## config.mk

```make
export PLATFORM = sky130hd
export DESIGN_NAME = dmac_engine_p
export DESIGN_NICKNAME = d
export VERILOG_FILES = /design/src/rtl/dmac_engine_p_pkg.sv /design/src/rtl/dmac_engine_p_desc_fifo.sv /design/src/rtl/dmac_engine_p.sv
export SDC_FILE = /design/constraint.sdc
export NUM_CORES = 1
export LEC_CHECK = 0
export BUFFER_PORTS_ARGS = -buffer_cell sky130_fd_sc_hd__buf_2
export CORE_ASPECT_RATIO = 1.75
export CORE_MARGIN = 2
export CORE_UTILIZATION = 52
export CTS_BUF_LIST = sky130_fd_sc_hd__clkbuf_16
export DETAILED_ROUTE_END_ITERATION = 12
export PLACE_DENSITY_LB_ADDON = 0.12
export REMOVE_ABC_BUFFERS = 1
export SETUP_SLACK_MARGIN = 0.15
export SLEW_MARGIN = 15
export SYNTH_ARGS = -nofsm -noshare
export SYNTH_HDL_FRONTEND = slang
export SYNTH_SLANG_ARGS = --single-unit
export TNS_END_PERCENT = 30
```

## constraint.sdc

```tcl
create_clock -name Clk -period 5.3 [get_ports Clk]
set_clock_uncertainty 0.05 [all_clocks]
set_input_delay 0 -clock Clk [delete_from_list [all_inputs] [get_ports Clk]]
set_output_delay 0 -clock Clk [all_outputs]
set_load 0.05 [all_outputs]
```

## src/rtl/dmac_engine_p_pkg.sv

```systemverilog
// dmac_engine_p_pkg: register map, status/mode bit indices and FSM states for the DMA engine
package dmac_engine_p_pkg;
  localparam logic [7:0] A_CLEAR  = 8'h00;
  localparam logic [7:0] A_START  = 8'h01;
  localparam logic [7:0] A_INT_EN = 8'h02;
  localparam logic [7:0] A_SRC    = 8'h03;
  localparam logic [7:0] A_DEST   = 8'h04;
  localparam logic [7:0] A_PUSH   = 8'h05;
  localparam logic [7:0] A_COUNT  = 8'h06;
  localparam logic [7:0] A_SIZE   = 8'h07;
  localparam logic [7:0] A_MODE   = 8'h08;
  localparam logic [7:0] A_STATUS = 8'h09;
  localparam int ST_BUSY = 0;
  localparam int ST_FULL = 1;
  localparam int ST_EMPTY = 2;
  localparam int ST_OVF = 3;
  localparam int ST_DONE = 4;
  localparam int M_SRC_INC = 0;
  localparam int M_DST_INC = 1;
  localparam int M_DRAIN = 2;
  typedef enum logic [2:0] {IDLE, POP, READ, WRITE, DONE} state_t;
endpackage

```

## src/rtl/dmac_engine_p_desc_fifo.sv

```systemverilog
// dmac_engine_p_desc_fifo: descriptor queue with flush and sticky dropped-push flag
module dmac_engine_p_desc_fifo #(
  parameter int W = 32,
  parameter int DEPTH = 8
) (
  input  logic                     Clk,
  input  logic                     reset_n,
  input  logic                     push,
  input  logic                     pop,
  input  logic                     flush,
  input  logic [W-1:0]             din,
  output logic [W-1:0]             dout,
  output logic                     full,
  output logic                     empty,
  output logic                     overflow,
  output logic [$clog2(DEPTH):0]   count
);
  localparam int PW = $clog2(DEPTH);
  logic [W-1:0] mem [DEPTH];
  logic [PW-1:0] wp, rp;
  logic push_ok, pop_ok;
  assign full = count == (PW+1)'(DEPTH);
  assign empty = count == '0;
  assign push_ok = push & ~full;
  assign pop_ok = pop & ~empty;
  assign dout = mem[rp];
  always_ff @(posedge Clk)
    if (push_ok) mem[wp] <= din;
  always_ff @(posedge Clk) begin
    if (!reset_n || flush) begin
      wp <= '0;
      rp <= '0;
      count <= '0;
      overflow <= 1'b0;
    end else begin
      if (push_ok) wp <= wp + 1'b1;
      if (pop_ok) rp <= rp + 1'b1;
      count <= count + (PW+1)'(push_ok) - (PW+1)'(pop_ok);
      if (push & full) overflow <= 1'b1;
    end
  end
endmodule

```

## src/rtl/dmac_engine_p.sv

```systemverilog
// dmac_engine_p: queued read-then-write word copy engine with slave register port
module dmac_engine_p
  import dmac_engine_p_pkg::*;
#(
  parameter int AW = 8,
  parameter int DW = 32,
  parameter int SIZE_W = 16,
  parameter int DEPTH = 8,
  parameter int ADDR_STEP = 1
) (
  input  logic          Clk,
  input  logic          reset_n,
  input  logic          S_sel,
  input  logic          S_wr,
  input  logic [7:0]    S_address,
  input  logic [DW-1:0] S_din,
  output logic [DW-1:0] S_dout,
  input  logic          M_grant,
  input  logic [DW-1:0] M_din,
  output logic          M_req,
  output logic          M_wr,
  output logic [AW-1:0] M_address,
  output logic [DW-1:0] M_dout,
  output logic          Interrupt
);
  localparam int EW = 2*AW + SIZE_W;
  localparam int CW = $clog2(DEPTH) + 1;
  state_t state, state_nx;
  logic int_en;
  logic [2:0] mode;
  logic [AW-1:0] src_r, dest_r, src, dest, h_src, h_dest;
  logic [SIZE_W-1:0] size_r, cnt, h_size;
  logic [DW-1:0] data;
  logic [EW-1:0] head;
  logic [CW-1:0] count;
  logic [4:0] status;
  logic full, empty, overflow, busy, op_done, wr, rd, clear, start, push, pop;
  assign {h_src, h_dest, h_size} = head;
  assign wr = S_sel & S_wr;
  assign rd = S_sel & ~S_wr;
  assign clear = wr && S_address == A_CLEAR && S_din[0];
  assign start = wr && S_address == A_START && S_din[0];
  assign push = wr && S_address == A_PUSH && S_din[0];
  assign busy = state inside {POP, READ, WRITE};
  assign op_done = state == DONE;
  assign pop = state == POP;
  assign status = {op_done, overflow, empty, full, busy};
  assign M_req = state inside {READ, WRITE};
  assign M_wr = state == WRITE && M_grant;
  assign M_address = state == READ ? src : state == WRITE ? dest : '0;
  assign M_dout = state == WRITE ? data : '0;
  assign Interrupt = op_done & int_en;
  dmac_engine_p_desc_fifo #(.W(EW), .DEPTH(DEPTH)) u_fifo (
    .Clk(Clk), .reset_n(reset_n), .push(push), .pop(pop), .flush(clear),
    .din({src_r, dest_r, size_r}), .dout(head), .full(full), .empty(empty),
    .overflow(overflow), .count(count)
  );
  always_comb begin
    S_dout = '0;
    if (rd)
      case (S_address)
        A_INT_EN: S_dout = DW'(int_en);
        A_SRC:    S_dout = DW'(src_r);
        A_DEST:   S_dout = DW'(dest_r);
        A_COUNT:  S_dout = DW'(count);
        A_SIZE:   S_dout = DW'(size_r);
        A_MODE:   S_dout = DW'(mode);
        A_STATUS: S_dout = DW'(status);
        default:  S_dout = '0;
      endcase
  end
  // "non-empty" after a pop means something remains behind the entry being taken
  always_comb begin
    state_nx = state;
    case (state)
      IDLE:  state_nx = start ? POP : IDLE;
      POP:   state_nx = empty ? DONE : h_size != '0 ? READ : (mode[M_DRAIN] && count > CW'(1)) ? POP : DONE;
      READ:  state_nx = M_grant ? WRITE : READ;
      WRITE: state_nx = !M_grant ? WRITE : cnt != SIZE_W'(1) ? READ : (mode[M_DRAIN] && !empty) ? POP : DONE;
      default: state_nx = state;
    endcase
    if (clear) state_nx = IDLE;
  end
  always_ff @(posedge Clk) begin
    if (!reset_n) begin
      state <= IDLE;
      int_en <= 1'b0;
      mode <= '0;
      src_r <= '0;
      dest_r <= '0;
      size_r <= '0;
      src <= '0;
      dest <= '0;
      cnt <= '0;
      data <= '0;
    end else begin
      state <= state_nx;
      if (wr && !busy)
        case (S_address)
          A_INT_EN: int_en <= S_din[0];
          A_SRC:    src_r <= S_din[AW-1:0];
          A_DEST:   dest_r <= S_din[AW-1:0];
          A_SIZE:   size_r <= S_din[SIZE_W-1:0];
          A_MODE:   mode <= S_din[2:0];
          default:  ;
        endcase
      if (pop && !empty) {src, dest, cnt} <= head;
      if (state == READ && M_grant) data <= M_din;
      if (M_wr) begin
        cnt <= cnt - 1'b1;
        if (mode[M_SRC_INC]) src <= src + AW'(ADDR_STEP);
        if (mode[M_DST_INC]) dest <= dest + AW'(ADDR_STEP);
      end
    end
  end
endmodule

```

==> results.toml, run 1 <==
[synthesis]
synth_seq_cells = 373
async_reset_ff_share_pct = 0
synthCells = 1165
synth.most_common_cell = "edfxtp_1"
ys_types = 69
synthTopCellsByArea = "edfxtp_1 (49%), dfxtp_1 (15%), mux4_2 (6.9%), mux2i_1 (5.3%), nand2_1 (3.0%)"
ys_seq_area_share_pct = 63.6
synth.avg_cell_area_um2 = 13.5
synth_edf_count = 256
synth_top_cell_area_share_pct = 48.8
yosysTopAreaCell = "edfxtp_1"
syn-cell-area_um2 = 15800
ys.flop_type = "edfxtp_1"
synthTopCellsByCount = "edfxtp_1 (256), nand2_1 (128), dfxtp_1 (117)"
yosysWarningCount = 0

[die]
rows = 84
die_h_um = 234
start_util_pct = 52.6
die_area_um2 = 31800
die_w_um = 136
core_region_area_um2 = 30000
io_pins = 152

[pwr]
p_int_mw = 4.61
power.density_nw_per_um2 = 312
switching_share_pct = 19.9
leakage_nw = 5.94
switchingPower_mw = 1.15
p_seq_share_pct = 53.3
p_comb_share_pct = 2.1
p_clk_share_pct = 44.5
peakVddDrop_mv = 0.269

[timing]
finalSetupViolations = 0
slew_headroom_pct = 23.0
clock.fmax_ghz = 0.300
hold_viol = 0
fin_crit_ns = 3.33
worst_pin_slew_ns = 1.15
tns_ns = 0
drv_slew = 0
final.period_utilization_pct = 62.9
setup_ws_ns = 1.97
rsz0062_at_grt = "no"

[clock_network]
cts_setup_buffers = 0
cts_resized = 0
htree_levels = 2
cts_root_buf = "clkbuf_16"
clockBufferDepth = 3
cts_tree = "built"
cts.sinks = 373
cts_buffers = 35
clkTransAtPathRegs_ns = 0.07
clk_latency_ns = 0.53
hold_buffers = 55

[finish]
final_cells = 1747
diodes = 0
nets = 1425
num-fill-cells = 2323
areaGrowthSynthToFinish_pct = 17.2
drive_above_1_share_pct = 19.7

[flow_run]
cap_violations = 0

[placed_design]
io_buffers = 119
placed_cells = 1630
hpwl_mm = 24.5
dp_slack_ns = 1.65
place_congestion = 0.957

[setup_path]
crit_fanout = 46
end_kind = "register"
worstPathRequired_ns = 5.67
r2r_end = "u_fifo.count[3]"
cp-start-kind = "register"
r2r_cells = 11
rrSetupSlack_ns = 1.97
critical_path_class = "reg -> reg"
crit_arrival_ns = 3.70
r2r-start = "state[0]"

[hold_path]
hold_path_depth = 3
hold_class = "in -> reg"
min_from = "reset_n"
hold_end = "dest[7]"

[routing]
drt-pass1-iter-count = 5
wl_per_cell_um = 21.8
detail_route.vias_per_cell = 5.69
vias = 9934
drcViolationCount = 0
drtIter0Drc = 580
wl_mm = 38.1
postRouteAntennaNets = 0

[grt]
globalRouteTotalUtil_pct = 24.6
grt_antenna_before_repair = 0
grt_max_degree = 55
grt_pass1_wl_mm = 57.9
grt_pass1_vias = 9905
overflow = 0

[outcome]
outcome = "completed"
## worst max-delay path by stage
stage | from | to | slack, ns
global route | state[0] | u_fifo.count[3] | 1.76
detailed placement | S_address[5] | u_fifo.mem[5][14] | 1.65
global placement | S_address[5] | u_fifo.mem[5][14] | 1.71
finish | state[0] | u_fifo.count[3] | 1.97
floorplan | S_address[5] | u_fifo.mem[0][0] | 1.23
CTS | state[0] | u_fifo.count[3] | 1.97
## sequential cells by signal, indices dropped and copies added, names as in the netlist, 3 cells and up, named ones only
name / cells
u_fifo.count: 4
u_fifo.mem: 256
state: 3
data: 32
u_fifo.wp: 3
src_r: 8
u_fifo.rp: 3
mode: 3
cnt: 16
dest: 8
size_r: 16
src: 8
dest_r: 8
## cells by family (layout without fill, tap and decap cells)
family          Yosys count  after routing  synth area share [%]
fa+ha+maj                13             13                  1.08
mux                     133            133                  12.3
buf+inv                 102            282                  3.14
xor+xnor                  8              8                 0.445
simple gates            347            347                  11.2
flops                   373            373                  63.6
compound gates          188            188                  8.25
other cells               1             16                0.0238
## area by class of cell
class	count	area, um2	share of cell area [%]
Tap cell	387	484	2.62
Timing Repair Buffer	200	1340	7.26
Clock inverter	26	263	1.42
Sequential cell	373	10000	54.3
Inverter	20	75.1	0.406
Multi-Input combinational cell	705	5370	29.1
Clock buffer	36	901	4.88
## power by group through the flow
stage | combinational, mW | sequential, mW | clock, mW
2_1_floorplan | 0.0435 | 3.14 | 0
5_1_grt | 0.130 | 3.07 | 2.71
3_5_place_dp | 0.0905 | 3.13 | 0
3_3_place_gp | 0.0901 | 3.13 | 0
4_1_cts | 0.121 | 3.07 | 2.61
6_report | 0.123 | 3.07 | 2.56
## cells in the final DEF, fill, tap and decap left out, types with 6 or more instances in the layout
master	count
a21boi_1	51
a21oi_1	33
a22oi_1	6
and2_1	43
and3_1	10
buf_2	119
buf_4	26
clkbuf_16	36
clkinv_1	9
conb_1	16
dfxtp_1	114
dlygate4sd3_1	55
edfxtp_1	256
ha_1	12
inv_1	23
mux2i_1	83
mux4_2	48
nand2_1	128
nand2b_1	10
nand3_1	21
nor2_1	51
nor2_4	6
nor2b_1	30
nor4_1	6
o21a_1	18
o21ai_0	10
o21ai_1	8
o22ai_1	20
o2bb2ai_1	6
o32ai_1	7
## critical path, stage by stage (launching register included)
cell	delay [ns]
dfxtp_1	0.87
nand2b_1	0.19
or3_1	0.34
buf_4	0.30
inv_2	0.36
ha_1	0.22
inv_1	0.06
ha_1	0.26
a21o_1	0.17
a21oi_1	0.20
xnor2_1	0.14
nor2_1	0.05
## routing by layer
layer	vias to the layer above	GRT usage, %	wire, um
li1	4652	-	-
met1	4918	28.1	14400
met2	281	45.5	20500
met3	83	3.80	1690
met4	0	10.1	1440
met5	-	0	0
## through the flow
step           cell area (um2)  hold WS [ns]  power [mW]  util, %
6_report                 18500        0.0224        5.76     61.7
5_1_grt                  18500        0.0386        5.91     61.7
4_1_cts                  18500       0.00869        5.80     61.7
3_5_place_dp             16800         0.195        3.22     55.9
3_3_place_gp             16800         0.188        3.22     55.9
2_1_floorplan            15400        0.0675        3.18        -
Power figures use the tool's default switching activity.
==> run 2, diff against run 1 <==
clock period = 3.1 ns   (was 5.3 ns; I/O delays follow)
==> run 2 against run 1 <==
Compared with the run above: combinational power rose by 72%; register-to-register slack lost 1.7 ns; power rose by 64%; global-route usage is essentially flat; wire length fell by 0.79%; clock-buffer cell count is 1 lower; first-iteration DRC count is 3.8% lower.
==> results.toml, run 2 (synthesis gave the netlist of run 1 again) <==
[setup_path]
crit_arrival_ns = 3.20
end_kind = "register"
critical_path_class = "reg -> reg"
cpPeakStageDelay_ns = 0.69
worstPathRequired_ns = 3.49
path_cells = "mux4_2 > a21oi_1 > nand4_1 > or4_4 > a221oi_2"
worst_path_max_delay_cell = "dfxtp_4"
cp-start-kind = "register"
path_buf_inv = 0
critical-path-top-delay-family = "simple AND/OR/NAND/NOR gates"
crit_fanout = 25

[timing]
setup_ws_ns = 0.291
final.period_utilization_pct = 90.6
holdWs_ns = 0.0137
slew_headroom_pct = 28.2
finalSetupViolations = 0
rsz0062_at_grt = "no"
fin_crit_ns = 2.81
drv_slew = 0
worst_pin_slew_ns = 1.08
clock.fmax_ghz = 0.356
hold_viol = 0

[clock_network]
cts_root_buf = "clkbuf_16"
cts_resized = 0
clk_latency_ns = 0.52
cts_tree = "built"
htree_levels = 2
cts_buffers = 35
clkTransAtPathRegs_ns = 0.07
cts.sinks = 373
clockBufferDepth = 3

[routing]
drt-pass1-iter-count = 4
drcViolationCount = 0
postRouteAntennaNets = 0
drtIter0Drc = 558
vias = 9970
wl_mm = 37.8
detail_route.vias_per_cell = 5.66
wl_per_cell_um = 21.5

[flow_run]
cap_violations = 0

[pwr]
p_comb_share_pct = 2.2
finalPower_mw = 9.47
switching_share_pct = 20.1
power.density_nw_per_um2 = 510
p_int_mw = 7.57
leakage_nw = 6.01
peakVddDrop_mv = 0.373
switchingPower_mw = 1.90
p_clk_share_pct = 42.3
p_seq_share_pct = 55.4

[placed_design]
dp_slack_ns = 0.265
placed_cells = 1646
hpwl_mm = 24.2
io_buffers = 119
place_congestion = 0.890

[grt]
grt_pass1_wl_mm = 57.7
globalRouteTotalUtil_pct = 24.6
overflow = 0
grt_antenna_before_repair = 0
grt_max_degree = 64
grt_pass1_vias = 10100

[finish]
largest_reg_flops = 256
reg_top3 = "u_fifo.mem: 256 flops, data: 32 flops"
diodes = 0
areaGrowthSynthToFinish_pct = 17.8
final_cell_mix = "edfxtp_1 (256), nand2_1 (128), buf_2 (119)"
top_register = "u_fifo.mem"
nets = 1439
drive_above_1_share_pct = 20.5
final_cells = 1761
final_common_cell = "edfxtp_1"

[die]
rows = 84
die_w_um = 136
start_util_pct = 52.6
core_region_area_um2 = 30000
io_pins = 152
die_h_um = 234
die_area_um2 = 31800

[hold_path]
hold_class = "in -> reg"
min_from = "S_address[0]"

[outcome]
outcome = "completed"
## run 2: cell types whose count changed in the layout (fill, tap and decap cells not counted), sizes merged
cell / change
bufinv: -3
dlygate4sd3: -2
clkinvlp: -1
buf: +16
clkbuf: -1
clkinv: +5
## run 2: power by group through the flow
stage | logic, mW | clock network [mW] | registers, mW
2_1_floorplan | 0.0743 | 0 | 5.36
3_3_place_gp | 0.159 | 0 | 5.36
3_5_place_dp | 0.160 | 0 | 5.36
4_1_cts | 0.210 | 4.09 | 5.25
5_1_grt | 0.225 | 4.29 | 5.25
6_report | 0.211 | 4.01 | 5.25
## run 2: final timing paths
| check | cells after the start | slack [ns] | endpoint |
|---|---|---|---|
| worst max-delay path | 5 | 0.29 | state[2] |
| worst min-delay path | 5 | 0.01 | u_fifo.wp[0] |
| worst max register to register | 5 | 0.29 | state[2] |
| worst min register to register | 2 | 0.40 | data[4] |
## run 2: cell type report
cell class,instances,area (um2)
Sequential cell,373,10000
Multi-Input combinational cell,705,5370
Tap cell,387,484
Timing Repair Buffer,214,1550
Clock inverter,27,176
Inverter,20,75.1
Fill cell,2315,11400
Clock buffer,35,876
## run 2: per-stage QoR
stage / setup TNS, ns / util [%] / instance area [um2]
floorplan: -95.19 / - / 15400
global placement: 0 / 56.7 / 17000
detailed placement: 0 / 56.7 / 17000
CTS: 0 / 62.0 / 18600
global route: 0 / 62.0 / 18600
finish: 0 / 62.0 / 18600
## run 2: worst register-to-register path: stages, from the launching register on
cell and delay (ns):
dfxtp_4 0.69, mux4_2 0.59, a21oi_1 0.40, nand4_1 0.15, or4_4 0.60, a221oi_2 0.25
## run 2: per-layer routing
| metal | part of all wire [%] | up-vias | track usage [%] |
|---|---|---|---|
| met5 | 0 | - | 0 |
| met4 | 4.2 | 0 | 10.9 |
| met3 | 4.9 | 90 | 3.67 |
| met2 | 55 | 298 | 47.0 |
| met1 | 36 | 4914 | 26.5 |
| li1 | - | 4668 | - |
## run 2: timing repair
item                      in CTS  in global routing
hold buffers                  53                  0
buffers inserted               0                  0
hold endpoints to repair      72                  0
